==> src/rtl/elevator_request_scheduler.sv <==
// rtl/elevator_request_scheduler.sv - LOOK-policy floor request scheduler
// Keeps a pending floor bitmap and offers the next target floor to the car controller.
module elevator_request_scheduler #(
    parameter int NUM_FLOORS = 16,
    parameter int FLOOR_W    = 4
) (
    input  logic                  clk,
    input  logic                  reset,
    input  logic                  req_valid,
    input  logic [FLOOR_W-1:0]    req_floor,
    input  logic [FLOOR_W-1:0]    current_floor,
    input  logic                  arrive,
    input  logic                  target_ready,
    output logic                  target_valid,
    output logic [FLOOR_W-1:0]    target_floor,
    output logic [1:0]            direction,
    output logic [NUM_FLOORS-1:0] pending_mask,
    output logic                  busy,
    output logic                  req_drop
);

    localparam logic [1:0] DIR_IDLE = 2'b00;
    localparam logic [1:0] DIR_UP   = 2'b01;
    localparam logic [1:0] DIR_DOWN = 2'b10;
    localparam logic [FLOOR_W:0] FLOOR_LIMIT = (FLOOR_W+1)'(NUM_FLOORS);

    typedef enum logic [1:0] {
        S_IDLE,
        S_SELECT,
        S_OFFER,
        S_WAIT
    } state_t;

    state_t                  state_q, state_d;
    logic [NUM_FLOORS-1:0]   pending_q, pending_d;
    logic [FLOOR_W-1:0]      target_floor_q, target_floor_d;
    logic [1:0]              direction_q, direction_d;
    logic                    req_drop_q, req_drop_d;

    logic                    has_a, has_b;
    logic [FLOOR_W-1:0]      min_a, max_b;
    logic [FLOOR_W:0]        dist_a, dist_b;
    logic [FLOOR_W-1:0]      sel_floor;
    logic [1:0]              sel_dir;

    // Arrive clears first, then a request sets, so a same-floor request survives.
    always_comb begin
        pending_d = pending_q;
        for (int i = 0; i < NUM_FLOORS; i++) begin
            if (arrive && current_floor == FLOOR_W'(i)) begin
                pending_d[i] = 1'b0;
            end
            if (req_valid && req_floor == FLOOR_W'(i)) begin
                pending_d[i] = 1'b1;
            end
        end
        req_drop_d = req_valid && ({1'b0, req_floor} >= FLOOR_LIMIT);
    end

    // Priority scans: lowest pending floor at/above the car, highest at/below it.
    always_comb begin
        has_a = 1'b0;
        min_a = '0;
        has_b = 1'b0;
        max_b = '0;
        for (int i = NUM_FLOORS - 1; i >= 0; i--) begin
            if (pending_d[i] && FLOOR_W'(i) >= current_floor) begin
                has_a = 1'b1;
                min_a = FLOOR_W'(i);
            end
        end
        for (int i = 0; i < NUM_FLOORS; i++) begin
            if (pending_d[i] && FLOOR_W'(i) <= current_floor) begin
                has_b = 1'b1;
                max_b = FLOOR_W'(i);
            end
        end
        dist_a = {1'b0, min_a} - {1'b0, current_floor};
        dist_b = {1'b0, current_floor} - {1'b0, max_b};
    end

    always_comb begin
        sel_floor = min_a;
        sel_dir   = DIR_UP;
        case (direction_q)
            DIR_UP: begin
                if (!has_a) begin
                    sel_floor = max_b;
                    sel_dir   = DIR_DOWN;
                end
            end
            DIR_DOWN: begin
                if (has_b) begin
                    sel_floor = max_b;
                    sel_dir   = DIR_DOWN;
                end
            end
            default: begin
                if (has_a && min_a == current_floor) begin
                    sel_floor = current_floor;
                    sel_dir   = DIR_IDLE;
                end else if (has_a && has_b) begin
                    if (dist_b < dist_a) begin
                        sel_floor = max_b;
                        sel_dir   = DIR_DOWN;
                    end
                end else if (!has_a) begin
                    sel_floor = max_b;
                    sel_dir   = DIR_DOWN;
                end
            end
        endcase
    end

    always_comb begin
        state_d        = state_q;
        target_floor_d = target_floor_q;
        direction_d    = direction_q;
        case (state_q)
            S_IDLE: begin
                if (pending_q != '0) begin
                    state_d = S_SELECT;
                end
            end
            S_SELECT: begin
                if (pending_d == '0) begin
                    state_d     = S_IDLE;
                    direction_d = DIR_IDLE;
                end else begin
                    state_d        = S_OFFER;
                    target_floor_d = sel_floor;
                    direction_d    = sel_dir;
                end
            end
            S_OFFER: begin
                if (target_ready) begin
                    state_d = S_WAIT;
                end
            end
            default: begin
                if (arrive) begin
                    if (pending_d != '0) begin
                        state_d = S_SELECT;
                    end else begin
                        state_d     = S_IDLE;
                        direction_d = DIR_IDLE;
                    end
                end
            end
        endcase
    end

    always_ff @(posedge clk or posedge reset) begin
        if (reset) begin
            state_q        <= S_IDLE;
            pending_q      <= '0;
            target_floor_q <= '0;
            direction_q    <= DIR_IDLE;
            req_drop_q     <= 1'b0;
        end else begin
            state_q        <= state_d;
            pending_q      <= pending_d;
            target_floor_q <= target_floor_d;
            direction_q    <= direction_d;
            req_drop_q     <= req_drop_d;
        end
    end

    assign target_valid = (state_q == S_OFFER);
    assign target_floor = target_floor_q;
    assign direction    = direction_q;
    assign pending_mask = pending_q;
    assign busy         = (state_q != S_IDLE);
    assign req_drop     = req_drop_q;

endmodule

==> config.mk <==
export PLATFORM = sky130hd
export DESIGN_NAME = elevator_request_scheduler
export DESIGN_NICKNAME = d
export VERILOG_FILES = /design/src/rtl/elevator_request_scheduler.sv
export SDC_FILE = /design/constraint.sdc
export NUM_CORES = 1
export LEC_CHECK = 0
export BUFFER_PORTS_ARGS = -buffer_cell sky130_fd_sc_hd__buf_2
export CORE_MARGIN = 8
export CORE_UTILIZATION = 55
export CTS_BUF_LIST = sky130_fd_sc_hd__clkbuf_8 sky130_fd_sc_hd__clkbuf_16
export DETAILED_ROUTE_END_ITERATION = 10
export HOLD_SLACK_MARGIN = 0.12
export PLACE_DENSITY = 0.77
export SYNTH_ARGS = -nofsm -noshare
export SYNTH_HDL_FRONTEND = slang
export SYNTH_SLANG_ARGS = --single-unit
==> constraint.sdc <==
create_clock -name clk -period 7.9 [get_ports clk]
set_clock_uncertainty 0.1 [all_clocks]
set_input_delay 0.395 -clock clk [delete_from_list [all_inputs] [get_ports clk]]
set_output_delay 0.395 -clock clk [all_outputs]
set_load 0.01 [all_outputs]
==> results of run 1 <==
## registers in the layout (all words and copies together), names as in the netlist
signal and cells:
state_q 2, pending_mask 16, direction 2, target_floor 4
## worst reg2reg max path: stages, from the launching register on
cell	delay, ps
dfrtp_1	470
a21boi_0	260
a211oi_2	80
o21ai_1	230
a21oi_1	110
o221ai_1	240
a31oi_1	140
o21ai_0	360
inv_1	150
fa_1	520
inv_1	40
ha_1	260
a21o_1	160
a21o_1	180
a21o_1	190
a21o_1	200
a211o_1	300
and2_1	180
o221a_2	270
a221o_1	310
## kinds of logic after synthesis
| logic type | count (synthesis) | synth area share (%) |
|---|---|---|
| compound gates | 151 | 37.68 |
| simple gates | 136 | 26.00 |
| buf+inv | 38 | 5.732 |
| flops | 24 | 21.01 |
| fa+ha+maj | 16 | 7.527 |
| xor+xnor | 4 | 1.226 |
| mux | 2 | 0.7002 |
| other cells | 1 | 0.1312 |
## cells in the final DEF, fill, tap and decap left out, drive strengths merged, types with 3 or more instances in the layout
| cell type | instances |
|---|---|
| and2 | 9 |
| ha | 14 |
| buf | 36 |
| nand4 | 5 |
| o31ai | 5 |
| nand3b | 4 |
| clkbuf | 3 |
| nand2b | 8 |
| inv | 26 |
| a21o | 13 |
| nor4 | 7 |
| a211oi | 7 |
| o2111a | 3 |
| o211ai | 4 |
| nand2 | 38 |
| a21boi | 10 |
| nor3 | 7 |
| a21oi | 30 |
| xnor2 | 3 |
| nor2 | 21 |
| o21a | 6 |
| and3 | 3 |
| or3 | 3 |
| o21ai | 39 |
| or2 | 5 |
| a31oi | 5 |
| nand3 | 13 |
| o22ai | 5 |
| dfrtp | 24 |
## metrics by stage
step | power, mW | instances | worst slack, ps
after floorplan | 0.6381 | 372 | 3071
after global placement | 0.8002 | 466 | 2461
after detailed placement | 0.8045 | 466 | 2430
after CTS | 0.8850 | 469 | 2689
after global routing | 0.9652 | 469 | 2437
final | 0.8970 | 469 | 2620
## layout make-up
type	instances	share of cell area (%)
multi-input combinational	310	67.53
sequential	24	19.36
timing repair buffer	36	5.809
inverter	26	3.146
tap	70	2.824
clock buffer	3	1.331
## power by group
group	total, mW	leakage (nW)	switching [mW]	internal [mW]
clock network	0.0760	0.0216	0.0419	0.0342
registers	0.198	0.287	0.0360	0.162
logic	0.622	1.06	0.367	0.256
## path summary, 6_finish.rpt
| check | start | to | slack [ps] |
|---|---|---|---|
| setup / recovery | current_floor[1] | target_floor[0] | 2620 |
| hold / removal | reset | state_q[0] | 250 |
| setup reg to reg | pending_mask[12] | target_floor[0] | 3030 |
| hold reg to reg | state_q[1] | state_q[1] | 420 |
| max in group asynchronous | reset | direction[1] | 6840 |
| min in group clk | target_ready | state_q[0] | 260 |
## routing by layer
| layer | wire length (um) | vias to the layer above | part of all wire, % | global-route usage [%] |
|---|---|---|---|---|
| met5 | 0 | - | 0 | 0 |
| met4 | 220 | 0 | 2.3 | 9.063 |
| met3 | 1204 | 25 | 12 | 3.659 |
| met2 | 4304 | 269 | 44 | 38.92 |
| met1 | 4006 | 1481 | 41 | 35.57 |
| li1 | - | 1452 | - | - |
==> reports/qor.yml, run 1 <==
status:
  outcome: "complete, no violations"
critical_path:
  crit_required_ps: 7960
  worst_path_max_delay_cell: "or3b_1"
  worst-setup-path-type: "in -> reg"
  max_stage_delay_ps: 590
  r2r_cells: 19
  cp_top_family: "compound AO/OA/AOI/OAI gates"
  path_cells: "buf_2 > or3b_1 > o21a_4 > or2_4 > a32oi_1 > o211ai_1 > a31oi_1 > nor2_1 > ha_1 > inv_1 > fa_1 > inv_1 > ha_1 > a21o_1 > a21o_1 > a21o_1 > a21o_1 > a211o_1 > and2_1 > o221a_2 > a221o_1"
  end_kind: "flip-flop"
  worst-path-stages: 21
  crit_fanout: 18
  cpMostUsedCell: "a21o_1"
  critPathArrivalTime_ps: 5340
  worst-path-buf-inv: 3
  crit_path_start_kind: "input port"
clock_network:
  holdBufCountCts: 0
  cts.sinks: 24
  clock_path_buffers: 2
  clkTransAtPathRegs_ps: 90
  cts_inserted_buffers: 3
  cts-resized-gates: 0
  cts_root_buffer: "clkbuf_8"
  cts_tree: "done"
  h-tree-depth: 1
  clock_insertion_delay_worst_skew_ps: 270
  postCtsSetupBuffers: 0
finish:
  stdcell_area_mm2: 0.003102
  fin_nets: 430
  final-seq-area_um2: 600.6
  multi_input_comb_area_mm2: 0.002095
  drive_gt1_share_pct: 16.04
  antenna_cells: 0
  fillCellCount: 478
  area_delta_synth_final_pct: 8.490
  utilization_pct: 61.12
yosys:
  yosysSeqAreaShare_pct: 21.01
  synth_most_common_cell: "nand2_1"
  yosys_warnings: 0
  synth_area_mm2: 0.002859
  synth_cell_type_count: 77
  synth_edf_count: 0
  synth_top_cell_area_share_pct: 21.01
  synthTopCellsByArea: "dfrtp_1 (21%), ha_1 (6.1%), o21ai_0 (5.3%), a21oi_1 (5.1%), nand2_1 (5.0%)"
  synthArstFlopShare_pct: 100.0
  yosys.area.top_type: "dfrtp_1"
  ys_ff_latch: 24
  syn_area_per_cell_um2: 7.685
  netlist_top_cells_count: "nand2_1 (38), o21ai_0 (30), a21oi_1 (29)"
  synth_ff_type: "dfrtp_1"
  synth_nets: 401
  syn-instance-count: 372
drt:
  dr.first_iter.drc_count: 477
  routed_wl_um: 9735
  wl_per_cell_um: 20.76
  vias_per_cell: 6.881
  ant_nets: 0
  vias: 3227
  drc: 0
  first_pass_iters: 7
sta:
  fin_setup_tns_ps: 0
  max_clock_freq_mhz: 189.4
  period_needed_ps: 5281
  hold_ws_ps: 251.5
  tightest_slew_ps: 1006
  hold_viol_final: 0
  setup_viol: 0
  max_slew_margin_pct: 32.88
  fin_crit_sh_pct: 66.84
  rsz0062_at_grt: "false"
  slew_viol_final: 0
die:
  initial_core_util_pct: 56.34
  chipHeight_um: 88.10
  rows: 26
  fp.dieArea_mm2: 0.007762
  fp.dieW_um: 88.10
  io-pin-count: 38
  coreArea_mm2: 0.005075
global_routing:
  antenna_found_initial: 0
  first_global_vias: 2955
  grt_pass1_wl_um: 15630
  gr-total-overflow: 0
  grt_start_max_net_pins: 25
  grt_util_all_layers_pct: 25.58
place:
  place.gp.congestion: 1.012
  placed_area_mm2: 0.003060
  port_buffers: 36
  dp_hpwl_um: 7655
pwr:
  power_density_mw_per_mm2: 289.2
  peakVddDrop_mv: 0.1867
  leakagePower_nw: 1.371
flow_run:
  max-cap-violations: 0
hold_path:
  hp-class: "in -> async"
(Power assumes the default switching activity.)
==> run 2, diff against run 1 <==
- CORE_UTILIZATION: 55 -> 53
- clock period: 7.9 -> 4.7 ns (I/O delays scaled with it)
==> run 2 against run 1 <==
Flip-flop and latch count is the same; register-to-register slack lost 2700 ps; critical path type unchanged; clock-buffer cell count is the same.
==> reports/qor.yml, run 2 (same netlist as run 1, synthesis figures left out) <==
status:
  outcome: "complete, no violations"  # unchanged
pwr:
  p_seq_share_pct: 18.5  # was 22.1%
  peakVddDrop_mv: 0.3926  # was 0.1867 mV
  intPower_uw: 985.3  # was 452.4 uW
  power.share.clock_pct: 10.9  # was 8.5%
  power_frac_comb_pct: 70.7  # was 69.4%
  power_density_mw_per_mm2: 457.0  # was 289.2 mW/mm2
  netSwitchingFraction_pct: 45.28  # was 49.57%
  switchingPower_uw: 815.1  # was 444.6 uW
  leakagePower_nw: 1.892  # was 1.371 nW
critical_path:
  crit_required_ps: 4780  # was 7960 ps
  worst_path_max_delay_cell: "fa_1"  # was or3b_1
  cpMostUsedCell: "a21o_1"  # unchanged
  r2r_cells: 17  # was 19
  max_stage_delay_ps: 480  # was 590 ps
  worst-path-buf-inv: 3  # unchanged
  path_cells: "buf_2 > buf_4 > nand3b_1 > nor3_1 > o21ai_0 > a32oi_1 > o221ai_1 > o22a_1 > ha_1 > fa_1 > inv_1 > ha_1 > a21o_1 > a21o_1 > a21o_1 > a21o_1 > a211o_1 > and2_1 > o221a_2 > a221o_1"  # was buf_2 > or3b_1 > o21a_4 > or2_4 > a32oi_1 > o211ai_1 > a31oi_1 > nor2_1 > ha_1 > inv_1 > fa_1 > inv_1 > ha_1 > a21o_1 > a21o_1 > a21o_1 > a21o_1 > a211o_1 > and2_1 > o221a_2 > a221o_1
  crit_path_start_kind: "input port"  # unchanged
  worst-path-stages: 20  # was 21
  worst-setup-path-type: "in -> reg"  # unchanged
  cp_top_family: "compound AO/OA/AOI/OAI gates"  # unchanged
  critPathArrivalTime_ps: 4580  # was 5340 ps
  crit_fanout: 7  # was 18
  end_kind: "flip-flop"  # unchanged
global_routing:
  grt_util_all_layers_pct: 29.44  # was 25.58%
  gr-total-overflow: 0  # unchanged
  first_global_vias: 3512  # was 2955
  grt_start_max_net_pins: 25  # unchanged
  antenna_found_initial: 0  # unchanged
  grt_pass1_wl_um: 17940  # was 15630 um
sta:
  setup_viol: 0  # unchanged
  fin_setup_tns_ps: 0  # unchanged
  slew_viol_final: 0  # unchanged
  tightest_slew_ps: 1021  # was 1006 ps
  max_slew_margin_pct: 31.84  # was 32.88%
  max_clock_freq_mhz: 222.5
  fin_crit_sh_pct: 95.62
  rsz0062_at_grt: "false"  # unchanged
  hold_viol_final: 0  # unchanged
  period_needed_ps: 4494
  hold_ws_ps: 298.7  # was 251.5 ps
drt:
  drc: 0  # unchanged
  wl_per_cell_um: 19.80  # was 20.76 um
  first_pass_iters: 5  # was 7
  vias_per_cell: 6.328  # was 6.881
  dr.first_iter.drc_count: 404  # was 477
  ant_nets: 0  # unchanged
  routed_wl_um: 11360  # was 9735 um
  vias: 3632  # was 3227
die:
  initial_core_util_pct: 55.27  # was 56.34%
  coreArea_mm2: 0.005172  # was 0.005075 mm2
  rows: 26  # unchanged
  fp.dieW_um: 89.45  # was 88.10 um
  fp.dieArea_mm2: 0.008000  # was 0.007762 mm2
  chipHeight_um: 89.45  # was 88.10 um
  io-pin-count: 38  # unchanged
clock_network:
  cts_tree: "done"  # unchanged
  h-tree-depth: 1  # unchanged
  clock_path_buffers: 2  # unchanged
  cts_root_buffer: "clkbuf_8"  # unchanged
  clkTransAtPathRegs_ps: 100  # was 90 ps
  clock_insertion_delay_worst_skew_ps: 290  # was 270 ps
  cts.sinks: 24  # unchanged
  cts_inserted_buffers: 3  # unchanged
finish:
  largest_reg_flops: 16  # unchanged
  layout_commonest_cell: "buf_4"  # was nand2_1
  drive_gt1_share_pct: 34.33  # was 16.04%
  antenna_cells: 0  # unchanged
  mostFrequentLayoutCells: "buf_4 (102), nand2_1 (38), buf_2 (35)"  # was nand2_1 (38), buf_2 (36), o21ai_0 (30)
  area_delta_synth_final_pct: 37.81  # was 8.490%
  fin_nets: 534  # was 430
flow_run:
  max-cap-violations: 0  # unchanged
place:
  place.gp.congestion: 1.025  # was 1.012
  dp_hpwl_um: 9286  # was 7655 um
  port_buffers: 36  # unchanged
hold_path:
  hp-class: "in -> reg"  # was in -> async
  hold-path-cell-count: 3
==> run 2: cell types whose count changed in the layout (fill, tap and decap cells not counted), moves of 2 or more <==
cell | previous run | this run
and2_1 | 7 | 5
and2_4 | 1 | 3
buf_4 | 0 | 102
dlygate4sd3_1 | 0 | 2
o21ai_0 | 30 | 22
o21ai_1 | 7 | 14
==> run 2: area by class of cell <==
type                       instances  area (um2)
sequential                        24       600.6
timing repair buffer             140       968.4
clock buffer                       3       41.29
inverter                          26       97.59
tap                               70       87.58
clock inverter                     1       30.03
multi-input combinational        310        2115
fill                             402        1232
==> run 2: path summary, 6_finish.rpt <==
kind,startpoint,endpoint,slack [ps]
min in group asynchronous,reset,pending_mask[3],620
hold reg to reg,state_q[1],state_q[1],440
max in group asynchronous,reset,pending_mask[14],3260
hold / removal,req_floor[3],pending_mask[13],300
setup reg to reg,pending_mask[1],target_floor[0],310
setup / recovery,req_valid,target_floor[0],210
==> run 2: per-layer routing <==
metal	track usage, %	wire length [um]	vias to the layer above
met3	3.860	1061	27
met1	37.75	4808	1720
met2	48.82	5201	226
li1	-	-	1659
met4	10.88	291	0
met5	0	0	-
==> run 2: timing repair <==
action                                  in CTS  in global routing
endpoints found under the setup margin       0                  4
hold buffers                                 2                  0
buffers inserted                             0                  0
hold endpoints to repair                    25                  0
resized for setup                            0                 16
==> run 2: tightest hold or removal path: stages <==
cell     delay, ps
buf_2          140
nand3_1        140
o21ai_0        120
==> run 2: power groups by stage <==
stage	Sequential (mW)	Clock [mW]	Combinational, mW
after detailed placement	0.334	0	1.22
final	0.332	0.196	1.27
after global placement	0.329	0	1.19
after CTS	0.329	0.197	1.23
after floorplan	0.348	0	0.724
after global routing	0.338	0.203	1.38
==> run 2: through the flow <==
stage	cells	util (%)	cell area (um2)	setup WS, ps	total power [mW]
after CTS	574	75.74	3918	36.90	1.760
final	574	76.17	3940	205.9	1.800
after detailed placement	568	73.97	3826	-240.7	1.558
after floorplan	372	-	2859	31.05	1.073
after global placement	568	73.97	3826	-126.5	1.524
after global routing	574	76.17	3940	9.648	1.918
